## config.mk

```make
export PLATFORM = sky130hd
export DESIGN_NAME = wb_stage
export DESIGN_NICKNAME = d
export VERILOG_FILES = /design/src/rtl/wb_pkg.sv /design/src/rtl/wb_fwd_hist.sv /design/src/rtl/wb_stage.sv
export SDC_FILE = /design/constraint.sdc
export NUM_CORES = 1
export LEC_CHECK = 0
export CAP_MARGIN = 20
export CORE_ASPECT_RATIO = 0.75
export CORE_MARGIN = 2
export CORE_UTILIZATION = 45
export CTS_CLUSTER_SIZE = 20
export DETAILED_ROUTE_END_ITERATION = 8
export PLACE_DENSITY = 0.89
export REMOVE_ABC_BUFFERS = 1
export SYNTH_ARGS = -nofsm -noshare
export SYNTH_HDL_FRONTEND = slang
export SYNTH_HIERARCHICAL = 1
export SYNTH_SLANG_ARGS = --single-unit
```

## constraint.sdc

```tcl
create_clock -name clock -period 2.25 [get_ports clock]
set_input_delay 0.3375 -clock clock [delete_from_list [all_inputs] [get_ports clock]]
set_output_delay 0.3375 -clock clock [all_outputs]
set_load 0.005 [all_outputs]
```

## src/rtl/wb_pkg.sv

```systemverilog
// Writeback-stage shared definitions.
// Holds the data/register/control widths and the bit positions of the
// 7-bit WB control word. The decode stage imports this package to build
// iWB, so any change to the bit layout lands in both stages at once.
package wb_pkg;

    localparam int DW = 32;  // data word width
    localparam int RW = 6;   // register index width (64 registers)
    localparam int CW = 7;   // WB control width

    // WB control word bit positions
    localparam int WB_REGWE  = 0;
    localparam int WB_SELMEM = 1;
    localparam int WB_SELIMM = 2;
    localparam int WB_FLAGWE = 3;
    localparam int WB_BRZ    = 4;
    localparam int WB_BRN    = 5;
    localparam int WB_JUMP   = 6;

    // One retired register write, as seen by the EX-stage forwarding logic
    typedef struct packed {
        logic          v;
        logic [RW-1:0] rd;
        logic [DW-1:0] data;
    } fwd_ent_t;

endpackage

```

## src/rtl/wb_fwd_hist.sv

```systemverilog
// Two-entry history of retired register writes.
// A push moves entry 0 into entry 1 and loads the new write into entry 0.
// Without a push, or while held, both entries keep their contents.
//   clock, reset : rising-edge clock, synchronous active-high reset
//   hold         : freeze both entries
//   push         : a register write retires this cycle
//   rd, data     : destination and value of that write
//   ent0, ent1   : most recent / previous retired write
module wb_fwd_hist
    import wb_pkg::*;
(
    input  logic          clock,
    input  logic          reset,
    input  logic          hold,
    input  logic          push,
    input  logic [RW-1:0] rd,
    input  logic [DW-1:0] data,
    output fwd_ent_t      ent0,
    output fwd_ent_t      ent1
);

    always_ff @(posedge clock) begin
        if (reset) begin
            ent0 <= '0;
            ent1 <= '0;
        end else if (!hold && push) begin
            ent1 <= ent0;
            ent0 <= '{v: 1'b1, rd: rd, data: data};
        end
    end

endmodule

```

## src/rtl/wb_stage.sv

```systemverilog
// Writeback stage.
// Selects the writeback value (memory > immediate > ALU), drives a
// registered register-file write port, owns the architectural N/Z flags,
// resolves branch/jump redirects, keeps a 2-deep forwarding history and
// counts retired (non-bubble) instructions. All outputs are registered.
//   clock, reset        : rising-edge clock, synchronous active-high reset
//   iDMEM, iALU, iI     : memory word, ALU result, immediate/branch target
//   iRd, iWB, iN, iZ    : destination, WB control (0 = bubble), EX flags
//   iHold               : freeze the stage this cycle
//   rf_we/waddr/wdata   : register file write port
//   flagN, flagZ        : architectural flags
//   pc_redirect/target  : branch/jump taken and its target
//   fwd0_*, fwd1_*      : most recent / previous retired write
//   retired             : retired instruction count (wraps)
module wb_stage
    import wb_pkg::*;
(
    input  logic          clock,
    input  logic          reset,
    input  logic [DW-1:0] iDMEM,
    input  logic [DW-1:0] iALU,
    input  logic [DW-1:0] iI,
    input  logic [RW-1:0] iRd,
    input  logic [CW-1:0] iWB,
    input  logic          iN,
    input  logic          iZ,
    input  logic          iHold,
    output logic          rf_we,
    output logic [RW-1:0] rf_waddr,
    output logic [DW-1:0] rf_wdata,
    output logic          flagN,
    output logic          flagZ,
    output logic          pc_redirect,
    output logic [DW-1:0] pc_target,
    output logic          fwd0_v,
    output logic [RW-1:0] fwd0_rd,
    output logic [DW-1:0] fwd0_data,
    output logic          fwd1_v,
    output logic [RW-1:0] fwd1_rd,
    output logic [DW-1:0] fwd1_data,
    output logic [31:0]   retired
);

    logic [DW-1:0] wb_val;
    logic          taken;
    fwd_ent_t      ent0, ent1;

    always_comb begin
        wb_val = iALU;
        if (iWB[WB_SELMEM])      wb_val = iDMEM;
        else if (iWB[WB_SELIMM]) wb_val = iI;
    end

    // Branches test the flag register as it stands before this
    // instruction's own flag update lands.
    assign taken = iWB[WB_JUMP]
                 | (iWB[WB_BRZ] & flagZ)
                 | (iWB[WB_BRN] & flagN);

    always_ff @(posedge clock) begin
        if (reset) begin
            rf_we       <= 1'b0;
            rf_waddr    <= '0;
            rf_wdata    <= '0;
            flagN       <= 1'b0;
            flagZ       <= 1'b0;
            pc_redirect <= 1'b0;
            pc_target   <= '0;
            retired     <= '0;
        end else if (iHold) begin
            // Strobes drop while frozen; everything else keeps its value.
            rf_we       <= 1'b0;
            pc_redirect <= 1'b0;
        end else begin
            rf_we       <= iWB[WB_REGWE];
            pc_redirect <= taken;
            if (iWB[WB_REGWE]) begin
                rf_waddr <= iRd;
                rf_wdata <= wb_val;
            end
            if (iWB[WB_FLAGWE]) begin
                flagN <= iN;
                flagZ <= iZ;
            end
            if (taken) pc_target <= iI;
            if (iWB != '0) retired <= retired + 32'd1;
        end
    end

    wb_fwd_hist u_hist (
        .clock (clock),
        .reset (reset),
        .hold  (iHold),
        .push  (iWB[WB_REGWE]),
        .rd    (iRd),
        .data  (wb_val),
        .ent0  (ent0),
        .ent1  (ent1)
    );

    assign fwd0_v    = ent0.v;
    assign fwd0_rd   = ent0.rd;
    assign fwd0_data = ent0.data;
    assign fwd1_v    = ent1.v;
    assign fwd1_rd   = ent1.rd;
    assign fwd1_data = ent1.data;

endmodule

```

### Word level (Yosys, flattened, before mapping)

Index checks and enable logic that the tools add are counted.

* bits in registers: 184

* add/subtract/negate cells: 1
* muxes and demuxes: 2
* bitwise logic cells: 5
* reduce and logical (&&, ||, !) cells: 8

Operators with widths (number)
* 32-bit two-way mux: 2
* 32-bit by 1-bit adder with 32-bit output (second input constant): 1
* 2-bit AND reduction: 4
* 7-bit nonzero test: 1
* 1-bit AND: 2
* 1-bit OR: 2
* 2-bit OR reduction: 1
* 1-bit logical AND: 1
* 1-bit zero test: 1
* 1-bit NOT: 1

### Depth between registers and ports, before layout

* depth after elaboration: 4
* depth in mapped cells: 7
* depth with buffers taken out: 5

### By module

The synthesis kept the hierarchy.

Modules (own cells, without submodules)
* wb_stage: times used 1, cells an instance 633, area each 4885.9 sq um
* wb_fwd_hist: times used 1, cells an instance 305, area each 3239.4 sq um

### Worst setup path after synthesis

Ideal clock, no wire load.

* kind: register -> register
* start point: reg retired[6]
* end point: reg retired[26]
* setup time: 123 ps
* arrival: 1805 ps
* required time: 2127 ps
* path slack: 322 ps
* cell stages (with the launch flop): 7
* path through: dfxtp_1 > clkbuf_1 > nand3_1 > or4_1 > clkbuf_1 > nor4_1 > mux2_1

* cells in the longest elaborated chain, start to end: 1

RTL lines
* start, declared: line wb_stage.sv:41 `output logic [31:0] retired`
* start signal, assigned: line wb_stage.sv:86 `if (iWB != '0) retired <= retired + 32'd1;`
* 32-bit by 1-bit adder with 32-bit output: line wb_stage.sv:86

No other way between the ends.
A chain may end at the register's enable or synchronous reset.

### Worst setup path in the final report

* start point: reg retired[9]
* end point: reg retired[28]

The elaborated chain is that of the path after synthesis.

==> metrics <==
DRT iter0 DRCs 622; minimum clock period 2.10 ns; clock buffer depth 2; Tcrit/Tclk final 93.4%; Yosys top cell area share 45.3%; initial core utilization 46.0%; grt ovf 0; Post-Synth XOR/XNOR Area 0.647%; Sink Count 184; synthesized flop and latch total 184; layout cells sized above 1 7.43%; Synth Area in Adders 0.154%; Multi-input gate area 0.00409 mm^2; CTS Hold Buffers Added 0; leading area contributor after synthesis dfxtp_1; vias in the first global route 7727; Ant. Diodes 0; DRT Pass-1 Iters 5; port bufs 297; fin. max-slew vios 0; post-synthesis mux area share 9.84%; largest net degree at the start of global routing 101; Comb pwr share 14.3%; fin nets 1327; Post-DP HPWL 18.9 mm; Compound-Gate Fraction of Synth Area 12.8%; Fillers 1408; CTS buffer count 17; vias per inst 5.53; CP Max Fanout 8; top cells by area, synth dfxtp_1, mux2i_1, nand2_1; main combinational cell family by area after synthesis simple AND/OR/NAND/NOR gates; setup TNS 0 ns; first-pass GRT wire length 41.1 mm; WHS 0.267 ns; PD cells 624 mW/mm^2; Critical Path Source retired[9]; DRC viols 0; status completed; register area 0.00368 mm^2; routed wire length per instance 18.1 um; worst hold path type in -> reg; Total GRT Usage 26.9%; Mapped Area 0.00813 mm^2; initial antenna violation count 0; Power Total 7.50 mW; max-capacitance violation count 0; fin area 0.0120 mm^2; Yosys warnings 6; Data arrival, critical path 2.41 ns; CP Class reg -> reg; Seq/Total Area, Yosys 45.3%; chip width 159 um; gpl congestion 0.890; Hold Fails Final Rpt 0; DIE AREA 0.0192 mm^2; syn_area_per_cell 8.66 um^2; die height 120 um; Post-DRT Antenna Nets 0; sw frac 27.0%; Slew headroom 63.9%; Required @ worst endpoint 2.56 ns; synth-to-layout area growth 48.0%; # H-tree levels 4; RSZ-0062 raised after global routing false; worst-margin pin slew 0.535 ns; CTS tree yes; Setup crit end kind flop; Netlist cell types 43; DP Area 0.0114 mm^2; final wirelength 26.6 mm; I/O Pins 298; Final Core Density 68.1%; Pleak 4.40 nW; Root Driver clkbuf_16; Startpoint Class flop; sequential power share 45.8%; Clock Power Share 39.9%; Clock Latency Late Sink 0.43 ns; Fmax 476 MHz; Clock Skews 0.0108 ns; Final setup viols 0; Psw 2.02 mW; simple-gate share of the synthesized area 26.5%; core area 0.0177 mm^2; internal power 5.48 mW; clock slew at reported path FFs 0.08 ns; r2r startpoint retired[9]; vias 8111; Gate Count Post-Synth 938; HP Start reset; Core Rows 42; worst vdd ir 0.421 mV; FF-to-FF setup slack 0.15 ns
-- cells by family after synthesis --
group                      Yosys count
and+or+nand+nor                    389
AOI/OAI and AO/OA                  192
DFF                                184
buffers and inverters               87
muxes                               79
xor gates and xnor gates             6
adders and majority gates            1
-- worst max-delay path, cell delays in order (launching register included) --
cell and delay (ns):
dfxtp_1 0.46, nand3_1 0.17, or4_1 0.72, nor3_1 0.28
mux2_2 0.35
-- registers in the layout (all words and copies together) (netlist names) --
signal       count
pc_target       32
pc_redirect      1
flagN            1
u_hist/ent0     39
rf_we            1
u_hist/ent1     39
rf_wdata        32
flagZ            1
rf_waddr         6
retired         32
-- cells in the mapped netlist, drive strengths merged --
cell type,n
a2111oi,3
a211oi,1
a21o,1
a21oi,93
a31o,1
and3,1
and4,4
and4b,1
buf,31
clkbuf,45
dfxtp,184
ha,1
inv,11
mux2,7
mux2i,72
nand2,186
nand2b,78
nand3,11
nand4,6
nand4bb,39
nor2,18
nor2b,10
nor3,5
nor4,4
o2111a,1
o2111ai,2
o211ai,1
o21ai,75
o31ai,12
o41ai,2
or2,2
or3,6
or4,16
or4b,2
xnor2,6
-- layout by cell type (no fill, tap or decap), types with 12 or more instances in the layout --
cell type	n
clkdlybuf4s50_1	292
nand2_1	185
dfxtp_1	184
a21oi_1	92
nand2b_1	77
mux2i_1	72
nand4bb_1	39
o21ai_1	39
o21ai_0	36
buf_4	25
nor2_1	18
clkbuf_16	17
or4_1	15
o31ai_1	12
-- through the flow --
stage	instances	setup WS, ns
CTS	1467	0.159
detailed placement	1435	-0.0743
global route	1467	0.0135
finish	1467	0.149
floorplan	862	0.0917
global placement	1435	-0.0337
-- area by class of cell --
cell class / instances / share of cell area (%)
multi-input combinational: 667 / 34.0
clock buffer: 18 / 3.65
clock inverter: 14 / 1.23
timing repair buffer: 331 / 27.6
inverter: 11 / 0.343
sequential: 184 / 30.6
tap: 242 / 2.52
-- what timing repair did --
item	CTS	global route
endpoints found under the setup margin	0	1
resized for setup	0	1
setup buffers	0	0
-- final timing paths --
path | cells after the start | end
worst max register to register | 4 | retired[28]
worst min register to register | 2 | rf_wdata[28]
worst min-delay path | 2 | pc_target[24]
worst max-delay path | 4 | retired[28]
-- power groups by stage --
stage	Clock [mW]	Sequential, mW	Combinational (mW)
2_1_floorplan	0	3.52	0.321
3_3_place_gp	0	3.50	1.05
3_5_place_dp	0	3.51	1.07
4_1_cts	3.02	3.43	1.07
5_1_grt	3.18	3.45	1.15
6_report	2.99	3.44	1.08
-- per-layer routing --
metal,wire [um],up-vias,GRT usage (%)
li1,-,3795,-
met1,11200,3932,33.2
met2,12800,340,45.1
met3,2040,44,7.58
met4,580,0,10.1
met5,0,-,0
(Power assumes the default switching activity.)
==> edit, RTL diff (config.mk and constraints unchanged) <==
Register the input `iI` before use, with the module's reset. The logic sees it one clock later. The other inputs are not delayed to match.
--- a/src/rtl/wb_stage.sv
+++ b/src/rtl/wb_stage.sv
@@ -43,2 +43,12 @@
 
+    logic [DW-1:0] iI_q;
+
+    always_ff @(posedge clock) begin
+        if (reset) begin
+            iI_q <= '0;
+        end else begin
+            iI_q <= iI;
+        end
+    end
+
     logic [DW-1:0] wb_val;
@@ -50,3 +60,3 @@
         if (iWB[WB_SELMEM])      wb_val = iDMEM;
-        else if (iWB[WB_SELIMM]) wb_val = iI;
+        else if (iWB[WB_SELIMM]) wb_val = iI_q;
     end
@@ -84,3 +94,3 @@
             end
-            if (taken) pc_target <= iI;
+            if (taken) pc_target <= iI_q;
             if (iWB != '0) retired <= retired + 32'd1;
Function: changed (a bounded check fails within 4 cycles, from zero or initial values and one cycle with reset high).
==> edit against the original RTL <==
Final cell count grew 3.3%. Count of clock-buffer cells in the layout grew 16. Combinational power shrank 6%. Worst setup slack gained 120 ps. Global-route usage shrank 1.1 points. Sequential cell count grew 32. Routed wire length grew 3.2%. Critical path type unchanged. Total power grew 15%. Maximum frequency grew 6.1%. Synthesized area grew 7.8%. Cell area grew 5.9%.
==> edit: results (changes against the original RTL) <==
[outcome]
status = finished, final reports clean

[route]
drtIter0Drc = 624  ; +0.32%
vias = 8086  ; -0.31%
drt-wirelength-per-cell_um = 18.11  ; -0.12%

[logic_synthesis]
ys_seq_area_share_pct = 49.38  ; +4.0 points
synth_common_cells = 216 x dfxtp_1, 184 x nand2_1, 79 x nand2b_1
synth_area_leaders = dfxtp_1 49%, mux2i_1 8.3%, nand2_1 7.9%

[final_layout]
nNetsFinal = 1363  ; +2.7%
num-multi-input-gates = 680  ; +1.9%
seq_share_pct = 33.95  ; +3.3 points
nClkBuffers = 34  ; +16
nFillCells = 1469  ; +4.3%
nonClkBufAreaFrac_pct = 25.71  ; -1.9 points
clk_share_pct = 5.423  ; +0.54 points
signal_buffers = 323  ; -2.4%
inverters = 5  ; -6

[sta]
fin_skew_ps = 17.85  ; +7.061 ps
fin_hold_ws_ps = 162.2  ; -105.0 ps
slew_headroom_pct = 62.67  ; -1.3 points

[setup_path]
r2r-start = retired[4]
critPathSlowestCell = nor4_4
cp_slowest_stage_delay_ps = 480  ; -240 ps
ff2ff_setup_slack_ps = 270  ; +120 ps
r2r-end = retired[27]
reg2regPathDepth = 5  ; +1

[clocking]
cts.htree.levels = 1  ; -3
cts_buffers = 22  ; +5
cts.reportedPaths.clkPinSlew_ps = 60  ; -20 ps
clkLatencyLatePin_ps = 510  ; +80 ps

[grt]
grt_pass1_vias = 7971  ; +3.2%
grt_start_max_net_pins = 82  ; -19%

[power_and_ir_drop]
leakage_nw = 4.759  ; +8.0%
ir_worst_vdd_mv = 0.5545  ; +32%

[placed_design]
gp_congestion = 0.8456  ; -5.0%
dpl.hpwl_um = 18840  ; -0.43%

-- edit: logic make-up after synthesis --
group                    Yosys count  share of synthesized area (%)
buffers and inverters             78                          4.029
AO/OA/AOI/OAI                    156                          9.173
AND/OR/NAND/NOR                  423                          26.23
adder cells (fa/ha/maj)            1                         0.1429
XOR/XNOR                          27                          2.700
multiplexers                      73                          8.344
flip-flops                       216                          49.38
-- edit: how the worst max path moves through the flow --
stage                     start         endpoint
floorplan                 iHold  u_hist/ent1[34]
global placement         iWB[4]      retired[31]
detailed placement       iWB[6]      retired[14]
CTS                  retired[4]      retired[27]
global route        retired[13]      retired[31]
finish               retired[4]      retired[27]
-- edit: routing by layer --
metal / wire [µm] / vias to the layer above / track usage (%)
li1: - / 3821 / -
met1: 11570 / 3878 / 32.28
met2: 12520 / 322 / 42.13
met3: 2519 / 65 / 7.925
met4: 855 / 0 / 8.747
met5: 0 / - / 0
-- edit: per-stage QoR --
stage / power (W) / cells / worst slack, ps / utilization (%) / instance area [µm²]
finish: 0.008598 / 1516 / 269.5 / 66.29 / 12740
CTS: 0.008667 / 1516 / 273.1 / 66.29 / 12740
floorplan: 0.004430 / 901 / 91.68 / - / 8423
global placement: 0.005111 / 1477 / 192.9 / 62.69 / 12050
detailed placement: 0.005133 / 1477 / 134.0 / 62.69 / 12050
global route: 0.008924 / 1516 / 142.9 / 66.29 / 12740
-- edit: power breakdown --
| part | internal (W) | switching, W |
|---|---|---|
| Sequential | 0.00396 | 0.0000755 |
| Combinational | 0.000559 | 0.000464 |
| Clock | 0.00203 | 0.00151 |
